[src/rtl/seqdiv_pkg.sv]
// seqdiv_pkg: shared state encoding, default width and saturation helpers for seq_divider.
package seqdiv_pkg;

    localparam int DEF_WIDTH = 16;

    typedef enum logic [1:0] {IDLE, ITER, FIX, DONE} state_e;

    function automatic logic [63:0] sat_pos(input int w);
        return (64'd1 << (w - 1)) - 64'd1;
    endfunction

    function automatic logic [63:0] sat_neg(input int w);
        return 64'd1 << (w - 1);
    endfunction

endpackage

[src/rtl/seq_divider_restore_step.sv]
// restore_step: one restoring division step built as a ripple subtract whose borrow-out selects restore.
module restore_step
    import seqdiv_pkg::*;
#(
    parameter int WIDTH = DEF_WIDTH
) (
    input  logic [WIDTH:0]   rem_i,
    input  logic [WIDTH-1:0] div_i,
    input  logic             bit_i,
    output logic [WIDTH:0]   rem_o,
    output logic             q_o
);

    logic [WIDTH+1:0] x;
    logic [WIDTH+1:0] y;
    logic [WIDTH:0]   diff;
    logic             borrow;

    assign x = {rem_i, bit_i};
    assign y = {2'b00, div_i};

    always_comb begin
        diff   = '0;
        borrow = 1'b0;
        for (int i = 0; i <= WIDTH; i++) begin
            diff[i] = x[i] ^ y[i] ^ borrow;
            borrow  = (~x[i] & y[i]) | (~(x[i] ^ y[i]) & borrow);
        end
        borrow = (~x[WIDTH+1] & y[WIDTH+1]) | (~(x[WIDTH+1] ^ y[WIDTH+1]) & borrow);
    end

    assign q_o   = ~borrow;
    assign rem_o = borrow ? x[WIDTH:0] : diff;

endmodule

[src/rtl/seq_divider.sv]
// seq_divider: multi-cycle signed restoring divider with valid/ready in and out.
// Define SEQDIV_STATUS_EN to add the div_by_zero and overflow status outputs.
module seq_divider
    import seqdiv_pkg::*;
#(
    parameter int WIDTH = DEF_WIDTH
) (
    input  logic             clk,
    input  logic             rst_n,
    input  logic             in_valid,
    output logic             in_ready,
    input  logic [WIDTH-1:0] dividend,
    input  logic [WIDTH-1:0] divisor,
    output logic             out_valid,
    input  logic             out_ready,
`ifdef SEQDIV_STATUS_EN
    output logic             div_by_zero,
    output logic             overflow,
`endif
    output logic [WIDTH-1:0] quotient,
    output logic [WIDTH-1:0] remainder
);

    localparam int CW = $clog2(WIDTH + 1);
    localparam logic [WIDTH-1:0] SAT_P = WIDTH'(sat_pos(WIDTH));
    localparam logic [WIDTH-1:0] SAT_N = WIDTH'(sat_neg(WIDTH));

    state_e           state_q, state_d;
    logic [CW-1:0]    cnt_q, cnt_d;
    logic [WIDTH-1:0] num_q, num_d;
    logic [WIDTH-1:0] den_q, den_d;
    logic [WIDTH:0]   part_q, part_d;
    logic             sq_q, sq_d;
    logic             sr_q, sr_d;
    logic [WIDTH-1:0] quo_q, quo_d;
    logic [WIDTH-1:0] rem_q, rem_d;
`ifdef SEQDIV_STATUS_EN
    logic             dbz_q, dbz_d;
    logic             ovf_q, ovf_d;
`endif

    logic [WIDTH-1:0] dvd_mag;
    logic [WIDTH-1:0] dvs_mag;
    logic [WIDTH:0]   step_rem;
    logic             step_q;

    // The most negative operand negates to itself, which is exactly 2^(WIDTH-1) unsigned.
    assign dvd_mag = dividend[WIDTH-1] ? -dividend : dividend;
    assign dvs_mag = divisor[WIDTH-1] ? -divisor : divisor;

    restore_step #(.WIDTH(WIDTH)) u_step (
        .rem_i (part_q),
        .div_i (den_q),
        .bit_i (num_q[WIDTH-1]),
        .rem_o (step_rem),
        .q_o   (step_q)
    );

    always_comb begin
        state_d = state_q;
        cnt_d   = cnt_q;
        num_d   = num_q;
        den_d   = den_q;
        part_d  = part_q;
        sq_d    = sq_q;
        sr_d    = sr_q;
        quo_d   = quo_q;
        rem_d   = rem_q;
`ifdef SEQDIV_STATUS_EN
        dbz_d   = dbz_q;
        ovf_d   = ovf_q;
`endif
        case (state_q)
            IDLE: if (in_valid) begin
                num_d  = dvd_mag;
                den_d  = dvs_mag;
                part_d = '0;
                cnt_d  = '0;
                sq_d   = dividend[WIDTH-1] ^ divisor[WIDTH-1];
                sr_d   = dividend[WIDTH-1];
                if (divisor == '0) begin
                    state_d = DONE;
                    quo_d   = dividend[WIDTH-1] ? SAT_N : SAT_P;
                    rem_d   = dividend;
`ifdef SEQDIV_STATUS_EN
                    dbz_d   = 1'b1;
                    ovf_d   = 1'b0;
`endif
                end else begin
                    state_d = ITER;
                end
            end
            // The dividend register shifts out its MSB while quotient bits shift in at the LSB.
            ITER: begin
                part_d = step_rem;
                num_d  = {num_q[WIDTH-2:0], step_q};
                cnt_d  = cnt_q + 1'b1;
                state_d = (cnt_q == CW'(WIDTH - 1)) ? FIX : ITER;
            end
            FIX: begin
                quo_d   = sq_q ? -num_q : num_q;
                rem_d   = sr_q ? -part_q[WIDTH-1:0] : part_q[WIDTH-1:0];
`ifdef SEQDIV_STATUS_EN
                dbz_d   = 1'b0;
                ovf_d   = (num_q == SAT_N) && !sq_q;
`endif
                state_d = DONE;
            end
            DONE: state_d = out_ready ? IDLE : DONE;
            default: state_d = IDLE;
        endcase
    end

    always_ff @(posedge clk or negedge rst_n) begin
        if (!rst_n) begin
            state_q <= IDLE;
            cnt_q   <= '0;
            num_q   <= '0;
            den_q   <= '0;
            part_q  <= '0;
            sq_q    <= 1'b0;
            sr_q    <= 1'b0;
            quo_q   <= '0;
            rem_q   <= '0;
`ifdef SEQDIV_STATUS_EN
            dbz_q   <= 1'b0;
            ovf_q   <= 1'b0;
`endif
        end else begin
            state_q <= state_d;
            cnt_q   <= cnt_d;
            num_q   <= num_d;
            den_q   <= den_d;
            part_q  <= part_d;
            sq_q    <= sq_d;
            sr_q    <= sr_d;
            quo_q   <= quo_d;
            rem_q   <= rem_d;
`ifdef SEQDIV_STATUS_EN
            dbz_q   <= dbz_d;
            ovf_q   <= ovf_d;
`endif
        end
    end

    assign in_ready  = (state_q == IDLE);
    assign out_valid = (state_q == DONE);
    assign quotient  = quo_q;
    assign remainder = rem_q;
`ifdef SEQDIV_STATUS_EN
    assign div_by_zero = dbz_q;
    assign overflow    = ovf_q;
`endif

endmodule

[config.mk]
export PLATFORM = sky130hd
export DESIGN_NAME = seq_divider
export DESIGN_NICKNAME = d
export VERILOG_FILES = /design/src/rtl/seqdiv_pkg.sv /design/src/rtl/seq_divider_restore_step.sv /design/src/rtl/seq_divider.sv
export SDC_FILE = /design/constraint.sdc
export NUM_CORES = 1
export LEC_CHECK = 0
export ABC_AREA = 1
export CORE_MARGIN = 5
export CORE_UTILIZATION = 30
export CTS_BUF_LIST = sky130_fd_sc_hd__clkbuf_4
export CTS_CLUSTER_DIAMETER = 60
export DETAILED_ROUTE_END_ITERATION = 6
export GPL_TIMING_DRIVEN = 0
export PLACE_DENSITY_LB_ADDON = 0.12
export SLEW_MARGIN = 40
export SYNTH_ARGS = -nofsm -noshare
export SYNTH_HDL_FRONTEND = slang
export SYNTH_SLANG_ARGS = --single-unit
[constraint.sdc]
create_clock -name clk -period 8.5 [get_ports clk]
set_input_delay 1.7 -clock clk [delete_from_list [all_inputs] [get_ports clk]]
set_output_delay 1.7 -clock clk [all_outputs]
set_load 0.05 [all_outputs]
* Word-level counts from Yosys, hierarchy flattened
Index checks and enable logic that the tools add are counted.
** Word-level totals
- Register bits after elaboration :: 90
- Output and inout bits :: 34
- Bits of input ports :: 36
** Operators by class
- Bitwise operators :: 115
- Add/subtract/negate cells :: 5
- Muxes and demuxes :: 23
- Reductions and logical operators :: 7
- Equality and inequality tests :: 6
** Operators by type and width (count)
- two-way mux 16 bit :: 10
- case mux 16 bit (2 select lines) :: 3
- negation 16 bit :: 4
- two-way mux 17 bit :: 2
- inverter 1 bit :: 34
- case mux 17 bit (2 select lines) :: 1
- AND 1 bit :: 33
- XOR 1 bit :: 33
- logical NOT 16 bit :: 1
- bitwise OR 1 bit :: 15
- case mux 5 bit (2 select lines) :: 1
- two-way mux 2 bit :: 4
- case mux 2 bit (4 select lines) :: 1
- adder 5 x 1 -> 5 bit (second input constant) :: 1
- == test 5 x 4 -> 1 bit (second input constant) :: 1
- two-way mux 5 bit :: 1
- == test 2 bit (second input constant) :: 2
- AND reduction 2 bit :: 2
- nonzero test 2 bit :: 2
- AND reduction 3 bit :: 1
- == test 2 x 1 -> 1 bit (second input constant) :: 1
- logical NOT 2 bit :: 1
- != test 2 x 1 -> 1 bit (second input constant) :: 1
- != test 2 bit (second input constant) :: 1

* Depth between registers and ports, before layout
Gate-level depths: netlist of the first run.
- Depth after elaboration :: 36
- Mapped depth :: 27

* Hierarchy
Synthesis of the first run repeated with hierarchy kept, for this count alone.
** Second synthesis, totals
- Cell total of the unflattened synthesis :: 828
- Area, all modules :: 5978.2 µm²
** Modules (own cells, without submodules)
- seq_divider :: times used 1, cells each 720, area each 5243.8 µm²
- restore_step :: times used 1, cells each 108, area each 734.5 µm²

* Worst setup path before layout of the first run
Ideal clock, no wire load.
- Path type :: register to register
- Start :: register num_q[15]
- End :: register part_q[13]
- Library setup time :: 0.082 ns
- Path slack :: 1.369 ns
- Arrival time :: 7.049 ns
- Cell stages (with the launch flop) :: 28
- Period minus slack after synthesis :: 7.131 ns
- Cell sequence :: dfrtp_1 inv_1 ha_1 inv_1 fa_1 inv_1 fa_1 inv_1 fa_1 fa_1 fa_1 fa_1 fa_1 fa_1 fa_1 fa_1 fa_1 fa_1 fa_1 fa_1 fa_1 inv_1 ha_1 nand2_1 clkinv_1 clkbuf_1 nor2_1 o22ai_1
** On the way
- Cells in the longest elaborated chain, start to end :: 36
- Elaborated cells between the ends (all ways) :: 37
- Those cells by class :: mux (2); bitwise (35)
** Ends and longest elaborated chain
- from (decl) :: line seq_divider.sv:30 : logic [WIDTH-1:0] num_q, num_d;
- from (signal assigned) :: line seq_divider.sv:132 : num_q <= num_d;
- inverter 1 bit (*) :: line seq_divider_restore_step.sv:27 : borrow = (~x[i] & y[i]) | (~(x[i] ^ y[i]) & borrow);
- AND 1 bit (*) (2 in series) :: line seq_divider_restore_step.sv:27
- bitwise OR 1 bit (*) :: line seq_divider_restore_step.sv:27
- AND 1 bit (*) :: line seq_divider_restore_step.sv:27
- bitwise OR 1 bit (*) :: line seq_divider_restore_step.sv:27
- AND 1 bit (*) :: line seq_divider_restore_step.sv:27
- bitwise OR 1 bit (*) :: line seq_divider_restore_step.sv:27
- AND 1 bit (*) :: line seq_divider_restore_step.sv:27
- (+19 left out)
- AND 1 bit :: line seq_divider_restore_step.sv:27
- bitwise OR 1 bit :: line seq_divider_restore_step.sv:27
- AND 1 bit :: line seq_divider_restore_step.sv:27
- bitwise OR 1 bit :: line seq_divider_restore_step.sv:27
- AND 1 bit :: line seq_divider_restore_step.sv:27
- AND 1 bit :: line seq_divider_restore_step.sv:29 : borrow = (~x[WIDTH+1] & y[WIDTH+1]) | (~(x[WIDTH+1] ^ y[WIDTH+1]) & borrow);
- two-way mux 17 bit (*) :: line seq_divider_restore_step.sv:33 : assign rem_o = borrow ? x[WIDTH:0] : diff;
- case mux 17 bit (2 select lines) (*) :: line seq_divider.sv:73 : case (state_q)
- to (signal assigned) :: line seq_divider.sv:134 : part_q <= part_d;
- to (decl) :: line seq_divider.sv:32 : logic [WIDTH:0] part_q, part_d;
Mark *: on every way between the ends. The rest lies on a longest branch, timed or not.
A chain may end at the register's enable or synchronous reset.

* Worst setup path in the final report of the first run
- Start :: register num_q[15]
- End :: register part_q[12]
** On the way
- Cells in the longest elaborated chain, start to end :: 36
- Elaborated cells between the ends (all ways) :: 37
- Those cells by class :: mux (2); bitwise (35)
** Ends and longest elaborated chain (line)
- inverter 1 bit (*) :: seq_divider_restore_step.sv:27
- AND 1 bit (*) (2 in series) :: seq_divider_restore_step.sv:27
- bitwise OR 1 bit (*) :: seq_divider_restore_step.sv:27
- AND 1 bit (*) :: seq_divider_restore_step.sv:27
- bitwise OR 1 bit (*) :: seq_divider_restore_step.sv:27
- AND 1 bit (*) :: seq_divider_restore_step.sv:27
- bitwise OR 1 bit (*) :: seq_divider_restore_step.sv:27
- AND 1 bit (*) :: seq_divider_restore_step.sv:27
- (+19 left out)
- AND 1 bit :: seq_divider_restore_step.sv:27
- bitwise OR 1 bit :: seq_divider_restore_step.sv:27
- AND 1 bit :: seq_divider_restore_step.sv:27
- bitwise OR 1 bit :: seq_divider_restore_step.sv:27
- AND 1 bit :: seq_divider_restore_step.sv:27
- AND 1 bit :: seq_divider_restore_step.sv:29
- two-way mux 17 bit (*) :: seq_divider_restore_step.sv:33
- case mux 17 bit (2 select lines) (*) :: seq_divider.sv:73
Marks and branches as above.

==> impl_metrics.tcl, run 1 <==
set metrics [dict create \
    layout.nets 933 \
    cts_max_path_buffers 2 \
    clkTransAtPathRegs_ns 0.16 \
    cp_data_arrival_time_ns 8.32 \
    setup_violations 0 \
    synth_ff_type "dfrtp_1" \
    htree_levels 3 \
    cpMostUsedCell "fa_1" \
    ir_worst_vdd_uv 149 \
    overflow 0 \
    wirelength_mm 17.6 \
    cts_resized 0 \
    finalWorstSetupSlack_ns 0.584 \
    rows 51 \
    dr_total_vias 5277 \
    dpl.hpwl_mm 13.8 \
    hp-class "flop to flop" \
    grt_pass1_wl_mm 28.7 \
    crit_family "adder cells" \
    critical_path.endpoint_type "flop" \
    slew_violations 0 \
    period_needed_ns 7.92 \
    groute.usage.overall_pct 16.4 \
    first_global_vias 5303 \
    core_area_mm2 0.0194 \
    clk_latency_ns 0.48 \
    fillers 2110 \
    io_pins 70 \
    gp_congestion 0.888 \
    critPathRequiredTime_ns 8.91 \
    multiInputGateArea_mm2 0.00310 \
    die-width_um 150 \
    drc 0 \
    drtAntennaViolNets 0 \
    synth_top_cell_area_share_pct 38.2 \
    p_leak_nw 3.25 \
    die-area_mm2 0.0226 \
    antenna_found_initial 1 \
    fp.dieH_um 150 \
    dr.pass1.iters 5 \
    async_flop_share_pct 100 \
    cellPowerDensity_mw_per_mm2 403 \
    drive_gt1_share_pct 8.76 \
    start_util_pct 30.4 \
    cp-start-kind "flop" \
    period_share_pct 93.1 \
    synth_edf_count 0 \
    max_freq_mhz 126 \
    syn_area_mm2 0.00590 \
    ys_types 40 \
    root_buffer "clkbuf_4" \
    finalPower_w 0.00287 \
    cts_tree "yes" \
    path_buf_inv 7 \
    netlist_top_cells_area "dfrtp_1 (38%), nand2_1 (13%), nand3_1 (6.5%)" \
    path_max_fanout 10 \
    cts_hold_buf 0 \
    routed_via_density 4.61 \
    cts_sinks 90 \
    grt_max_degree 51 \
    hold_viol 0 \
    postCtsSetupRepairBufs 0 \
    yosys_warnings 0 \
    synth_largest_area_cell "dfrtp_1" \
    synth.avg_cell_area_um2 7.43 \
    synth.most_common_cell "nand2_1" \
    fin_tns_setup_ns 0 \
    skew_ns 0.0169 \
    slew_headroom_pct 56.0 \
    avgRoutedWirePerCell_um 15.4 \
    status "complete, no violations" \
    syn_nets 853 \
    cts_buffers 9 \
    seq_area_frac_synth_pct 38.2 \
    seq_area_mm2 0.00225 \
    syn_inst 794 \
    cap_violations 0 \
    worst_slew_pin_slew_ns 0.660 \
    max_stage_delay_ns 0.43 \
    cpMaxStageDelayCell "dfrtp_1" \
    synthTopCellsByCount "nand2_1 (203), dfrtp_1 (90), inv_1 (88)" \
    rsz0062_at_grt "no" \
    port_buffers 68 \
    dp_slack_ns 0.607 \
    drt-initial-drc-count 349 \
    area_growth_syn_to_layout_pct 20.9 \
    synth_seq_cells 90 \
    criticalPathCategory "flop to flop" \
]
[cell families after synthesis]
group           share of synthesized area, %
compound gates                          13.8
simple gates                            29.6
flops                                   38.2
fa+ha+maj                               6.79
xor+xnor                                2.38
buf+inv                                 9.30
[sequential cells by signal (all words and copies together), names as in the netlist]
name and cells:
sq_q 1, cnt_q 5, remainder 16, den_q 16
state_q 2, part_q 17, quotient 16, num_q 16
sr_q 1
[through the flow]
stage               hold slack (ns)  area (um2)  util (%)  std cells
global placement              0.468        6910      35.6       1127
CTS                           0.508        7120      36.7       1144
finish                        0.501        7130      36.7       1145
detailed placement            0.471        6940      35.8       1128
floorplan                     0.449        5900         -        794
global route                  0.527        7130      36.7       1145
[layer usage]
layer	vias up	track usage [%]	share of wire, %
met5	-	0	0
met4	0	5.76	2.2
met3	19	2.17	3.5
met2	105	26.6	46
met1	2418	22.7	49
li1	2735	-	-
[report_power, final]
part,switching [W],internal [W]
Combinational,0.00106,0.000646
Sequential,0.000199,0.000655
Clock,0.000162,0.000149
Total,0.00142,0.00145
[area by class of cell]
class | count | share of cell area [%]
clock inverter | 7 | 1.63
timing repair buffer | 69 | 10.0
sequential | 90 | 31.6
clock buffer | 9 | 0.948
buffer | 29 | 2.51
tap | 265 | 4.65
antenna | 1 | 0.0351
inverter | 97 | 5.18
multi-input combinational | 578 | 43.4
[worst register-to-register path: cells and delay by family (launching register included)]
family,cells,cell delay [ns]
flops,1,0.43
fa+ha+maj,17,5.90
buf+inv,7,1.08
simple gates,2,0.26
compound gates,1,0.18
[final timing paths]
path	from	endpoint	slack, ns	cells after the start
hold / removal	remainder[2]	remainder[2]	0.50	2
setup / recovery	num_q[15]	part_q[12]	0.58	27
setup reg to reg	num_q[15]	part_q[12]	0.58	27
max in group asynchronous	rst_n	num_q[9]	6.85	2
min in group asynchronous	rst_n	quotient[9]	1.07	1
hold reg to reg	remainder[2]	remainder[2]	0.50	2
[cells in the final DEF (no fill, tap or decap), types with 10 or more instances in the layout]
cell type,count
a21oi_1,15
a21oi_2,12
a22oi_1,12
buf_2,10
clkbuf_1,12
clkdlybuf4s50_1,67
dfrtp_1,90
fa_1,15
inv_1,88
nand2_1,203
nand3_1,76
nand4_1,11
nor2_1,87
nor2_2,14
o21ai_0,65
o22ai_1,16
xor2_1,12
Power figures use the tool's default switching activity.
==> inputs of run 2 (changes only) <==
--- a/config.mk
+++ b/config.mk
@@ -6,6 +6,7 @@
 export NUM_CORES = 1
 export LEC_CHECK = 0
 export ABC_AREA = 1
+export CORE_ASPECT_RATIO = 2
 export CORE_MARGIN = 5
 export CORE_UTILIZATION = 30
 export CTS_BUF_LIST = sky130_fd_sc_hd__clkbuf_4
@@ -13,6 +14,7 @@
 export DETAILED_ROUTE_END_ITERATION = 6
 export GPL_TIMING_DRIVEN = 0
 export PLACE_DENSITY_LB_ADDON = 0.12
+export SKIP_CTS_REPAIR_TIMING = 1
 export SLEW_MARGIN = 40
 export SYNTH_ARGS = -nofsm -noshare
 export SYNTH_HDL_FRONTEND = slang
==> impl_metrics.tcl, run 2 (synthesis results as in run 1) <==
set metrics [dict create \
    status "complete, no violations" \
    fin_tns_setup_ns 0 \
    drive_gt1_share_pct 8.65 \
    hold_viol 0 \
    max_stage_delay_ns 0.42 \
    gp_congestion 0.877 \
    path_max_fanout 10 \
    critical_path.endpoint_type "flop" \
    fillers 2109 \
    worst_r2r_endpoint "part_q[12]" \
    root_buffer "clkbuf_4" \
    cp-startpoint "num_q[15]" \
    port_buffers 68 \
    setup_violations 0 \
    final_core_util_pct 36.6 \
    die-area_mm2 0.0227 \
    antenna_found_initial 1 \
    period_share_pct 94.2 \
    largest_reg_flops 17 \
    grt_max_degree 58 \
    layout_common_cells "nand2_1 (203), dfrtp_1 (90), inv_1 (88)" \
    r2r_start "num_q[15]" \
    rsz0062_at_grt "no" \
    core_area_mm2 0.0194 \
    dpl.hpwl_mm 15.6 \
    placed_cell_area_mm2 0.00693 \
    hp-class "flop to flop" \
    regMostFlops "part_q" \
    r2r_cells 27 \
    slew_headroom_pct 51.4 \
    p_leak_nw 3.24 \
    cpMostUsedCell "fa_1" \
    cap_violations 0 \
    area_growth_syn_to_layout_pct 20.3 \
    grt_pass1_wl_mm 30.1 \
    period_needed_ns 8.00 \
    overflow 0 \
    layout.nets 933 \
    worst_slew_pin_slew_ns 0.729 \
    finalWorstSetupSlack_ns 0.496 \
    cp_data_arrival_time_ns 8.38 \
    dr_total_vias 5395 \
    cp-start-kind "flop" \
    cts_max_path_buffers 2 \
    drtAntennaViolNets 0 \
    cts_tree "yes" \
    cellPowerDensity_mw_per_mm2 406 \
    avgRoutedWirePerCell_um 16.9 \
    rows 72 \
    cp-endpoint "part_q[12]" \
    htree_levels 3 \
    wirelength_mm 19.2 \
    dp_slack_ns 0.463 \
    p_int_w 0.00143 \
    cpMaxStageDelayCell "dfrtp_1" \
    ir_worst_vdd_uv 118 \
    groute.usage.overall_pct 17.7 \
    criticalPathCategory "flop to flop" \
    drt-initial-drc-count 219 \
    drc 0 \
    clk_latency_ns 0.47 \
    dr.pass1.iters 5 \
    cts_sinks 90 \
    power_frac_clock_pct 9.5 \
    critPathRequiredTime_ns 8.87 \
    p_sw_w 0.00145 \
    die-width_um 109 \
    max_freq_mhz 125 \
    ff2ff_setup_slack_ns 0.50 \
    skew_ns 0.0172 \
    slew_violations 0 \
    io_pins 70 \
    final_common_cell "nand2_1" \
    swShare_pct 50.4 \
    p_seq_share_pct 29.7 \
    clkTransAtPathRegs_ns 0.14 \
    cts_buffers 9 \
    first_global_vias 5680 \
    finalPower_w 0.00288 \
    final_area_mm2 0.00709 \
    combPwrFrac_pct 60.8 \
    start_util_pct 30.4 \
    fp.dieH_um 208 \
    routed_via_density 4.74 \
]
## run 2: changes by cell type in the layout (fill, tap and decap cells not counted)
cell and delta:
inv_6 -1, clkinv_1 +1, clkbuf_4 +1, bufinv_16 -1
## run 2: worst min path at each step
stage	startpoint	end	slack, ns	cells past startpoint
after floorplan	den_q[9]	den_q[9]	0.45	2
after global placement	remainder[12]	remainder[12]	0.46	2
after detailed placement	den_q[9]	den_q[9]	0.47	2
after CTS	remainder[0]	remainder[0]	0.50	2
after global routing	den_q[9]	den_q[9]	0.52	2
final	remainder[0]	remainder[0]	0.49	2
## run 2: metrics by stage
stage / hold slack [ns] / instances
2_1_floorplan: 0.449 / 794
3_3_place_gp: 0.465 / 1121
3_5_place_dp: 0.466 / 1122
4_1_cts: 0.500 / 1138
5_1_grt: 0.516 / 1139
6_report: 0.494 / 1139
## run 2: power groups by stage
stage | clock network, W | registers (W) | logic (W)
global placement | 0 | 0.000863 | 0.00174
floorplan | 0 | 0.00107 | 0.00101
CTS | 0.000285 | 0.000855 | 0.00177
finish | 0.000273 | 0.000854 | 0.00175
global route | 0.000300 | 0.000887 | 0.00197
detailed placement | 0 | 0.000865 | 0.00176
## run 2: worst max-delay path: cells and delay by family, from the launching register on
| kind | cells | cell delay [ns] |
|---|---|---|
| compound gates | 1 | 0.20 |
| fa+ha+maj | 17 | 6.02 |
| buf+inv | 7 | 1.04 |
| flops | 1 | 0.42 |
| simple gates | 2 | 0.26 |
## run 2: routing by layer
metal  track usage (%)  vias to the layer above  wire length, um
li1                  -                     2730                -
met1              16.7                     2480             6320
met2              34.7                      138            11100
met3              2.45                       47              768
met4              9.98                        0             1060
met5                 0                        -                0
## run 2: layout make-up
type / instances / area (um2) / share of cell area [%]
timing repair buffer: 69 / 713 / 10.1
clock inverter: 6 / 81.3 / 1.15
tap: 259 / 324 / 4.57
multi-input combinational: 578 / 3100 / 43.6
sequential: 90 / 2250 / 31.8
inverter: 97 / 369 / 5.20
buffer: 29 / 179 / 2.52
antenna: 1 / 2.50 / 0.0353
clock buffer: 10 / 75.1 / 1.06
==> inputs of run 3 (changes only) <==
--- a/config.mk
+++ b/config.mk
@@ -5,7 +5,6 @@
 export SDC_FILE = /design/constraint.sdc
 export NUM_CORES = 1
 export LEC_CHECK = 0
-export ABC_AREA = 1
 export CORE_ASPECT_RATIO = 2
 export CORE_MARGIN = 5
 export CORE_UTILIZATION = 30
==> impl_metrics.tcl, run 3 <==
set metrics [dict create \
    syn_nets 649 \
    overflow 0 \
    syn_area_mm2 0.00549 \
    synth_largest_area_cell "dfrtp_1" \
    area_growth_syn_to_layout_pct 20.7 \
    clk_latency_ns 0.47 \
    syn_inst 590 \
    period_needed_ns 7.92 \
    drt-initial-drc-count 120 \
    synth.most_common_cell "dfrtp_1" \
    drtAntennaViolNets 0 \
    synth_seq_cells 90 \
    regMostFlops "part_q" \
    final_area_mm2 0.00663 \
    synth_top_cell_area_share_pct 41.0 \
    groute.usage.overall_pct 17.1 \
    dpl.hpwl_mm 14.1 \
    seq_area_frac_synth_pct 41.0 \
    die-area_mm2 0.0213 \
    largest_reg_flops 17 \
    synth.avg_cell_area_um2 9.31 \
    p_leak_nw 2.96 \
    async_flop_share_pct 100 \
    cts_sinks 90 \
    cts_max_path_buffers 2 \
    cellPowerDensity_mw_per_mm2 406 \
    clkTransAtPathRegs_ns 0.17 \
    status "complete, no violations" \
    cts_tree "yes" \
    holdPathEnd "den_q[14]" \
    fin_tns_setup_ns 0 \
    worst_slew_pin_slew_ns 0.786 \
    min_from "den_q[14]" \
    power_frac_clock_pct 9.3 \
    cts_buffers 9 \
    swShare_pct 50.2 \
    hold_viol 0 \
    critical_path.endpoint_type "flop" \
    hold_depth 2 \
    avgRoutedWirePerCell_um 19.5 \
    grt_max_degree 57 \
    antenna_found_initial 1 \
    slew_violations 0 \
    root_buffer "clkbuf_4" \
    grt_pass1_wl_mm 27.7 \
    drive_gt1_share_pct 4.15 \
    layout.nets 729 \
    r2r_cells 26 \
    worst_r2r_endpoint "part_q[9]" \
    criticalPathCategory "flop to flop" \
    core_area_mm2 0.0181 \
    period_share_pct 93.2 \
    path_max_fanout 10 \
    routed_via_density 5.24 \
    max_freq_mhz 126 \
    port_buffers 68 \
    first_global_vias 5012 \
    skew_ns 0.0318 \
    p_int_w 0.00134 \
    drc 0 \
    yosys_warnings 0 \
    rsz0062_at_grt "no" \
    finalPower_w 0.00269 \
    synthTopCellsByCount "dfrtp_1 (90), o21ai_0 (79), nand2_1 (77)" \
    p_sw_w 0.00135 \
    ir_worst_vdd_uv 101 \
    wirelength_mm 17.4 \
    critPathRequiredTime_ns 8.88 \
    dr.pass1.iters 4 \
    dr_total_vias 4674 \
    ys_types 45 \
    netlist_top_cells_area "dfrtp_1 (41%), mux2i_1 (7.3%), o21ai_0 (7.2%)" \
    slew_headroom_pct 47.6 \
    start_util_pct 30.3 \
    synth_edf_count 0 \
    cap_violations 0 \
    placed_cell_area_mm2 0.00648 \
    setup_violations 0 \
    layout_common_cells "dfrtp_1 (90), o21ai_0 (79), nand2_1 (77)" \
    p_seq_share_pct 31.8 \
    ff2ff_setup_slack_ns 0.58 \
    cp_data_arrival_time_ns 8.29 \
    synth_ff_type "dfrtp_1" \
    gp_congestion 0.877 \
    io_pins 70 \
    cp-start-kind "flop" \
    r2r_start "num_q[15]" \
    fp.dieH_um 201 \
    combPwrFrac_pct 58.9 \
    die-width_um 106 \
    final_common_cell "dfrtp_1" \
    hp-class "flop to flop" \
    htree_levels 3 \
    rows 70 \
]
==> run 3: changes by cell type after synthesis, moves of 15 or more <==
cell and delta:
nand2_1 -126, nand3_1 -55, inv_1 -52, o22ai_1 -15, nor2_1 -61, mux2i_1 +40
xor2_1 +24
==> run 3: power groups by stage <==
stage               sequential, W  clock [W]  combinational, W
global placement         0.000864          0           0.00157
global route             0.000895   0.000279           0.00177
floorplan                 0.00107          0          0.000865
CTS                      0.000858   0.000263           0.00161
detailed placement       0.000869          0           0.00161
finish                   0.000855   0.000251           0.00158
==> run 3: how the worst max path moves through the flow <==
| stage | start | to | slack, ns |
|---|---|---|---|
| floorplan | num_q[15] | part_q[10] | 1.43 |
| global placement | num_q[15] | part_q[9] | 0.60 |
| detailed placement | num_q[15] | part_q[9] | 0.53 |
| CTS | num_q[15] | part_q[9] | 0.49 |
| global route | num_q[15] | part_q[10] | 0.14 |
| finish | num_q[15] | part_q[9] | 0.58 |
==> run 3: critical path, cell delays in order, from the launching register on <==
cell,delay (ns)
dfrtp_1,0.47
inv_1,0.19
ha_1,0.19
inv_1,0.05
fa_1,0.35
inv_1,0.07
fa_1,0.15
inv_1,0.05
fa_1,0.38
fa_1,0.39
fa_1,0.40
fa_1,0.40
fa_1,0.45
fa_1,0.40
fa_1,0.39
fa_1,0.41
fa_1,0.40
fa_1,0.42
fa_1,0.40
fa_1,0.40
fa_1,0.38
inv_1,0.07
ha_1,0.19
nand2b_1,0.08
clkbuf_1,0.35
mux2i_1,0.21
o21ai_0,0.20
==> run 3: through the flow <==
stage | util (%) | worst slack, ns | hold WS (ns) | cells
final | 36.6 | 0.581 | 0.502 | 892
after global routing | 36.6 | 0.141 | 0.520 | 892
after CTS | 36.5 | 0.490 | 0.500 | 891
after detailed placement | 35.8 | 0.531 | 0.472 | 875
after global placement | 35.5 | 0.596 | 0.462 | 874
after floorplan | - | 1.43 | 0.449 | 590
==> run 3: final cells by class <==
class / count / area (um2)
fill: 1873 / 11500
tap: 216 / 270
sequential: 90 / 2250
inverter: 36 / 135
clock buffer: 9 / 67.6
timing repair buffer: 69 / 713
clock inverter: 7 / 70.1
buffer: 33 / 143
antenna: 1 / 2.50
multi-input combinational: 431 / 2980
==> run 3: metal layers <==
metal | part of all wire [%] | track usage [%]
met3 | 2.7 | 2.34
met1 | 33 | 16.2
met5 | 0 | 0
met4 | 5.6 | 9.96
met2 | 58 | 33.7
==> run 3: cells by family after synthesis <==
logic type | share of synthesized area [%]
muxes | 7.49
AOI/OAI and AO/OA | 16.4
adders and majority gates | 7.29
DFF | 41.0
xor gates and xnor gates | 8.45
and+or+nand+nor | 14.3
buffers and inverters | 5.06
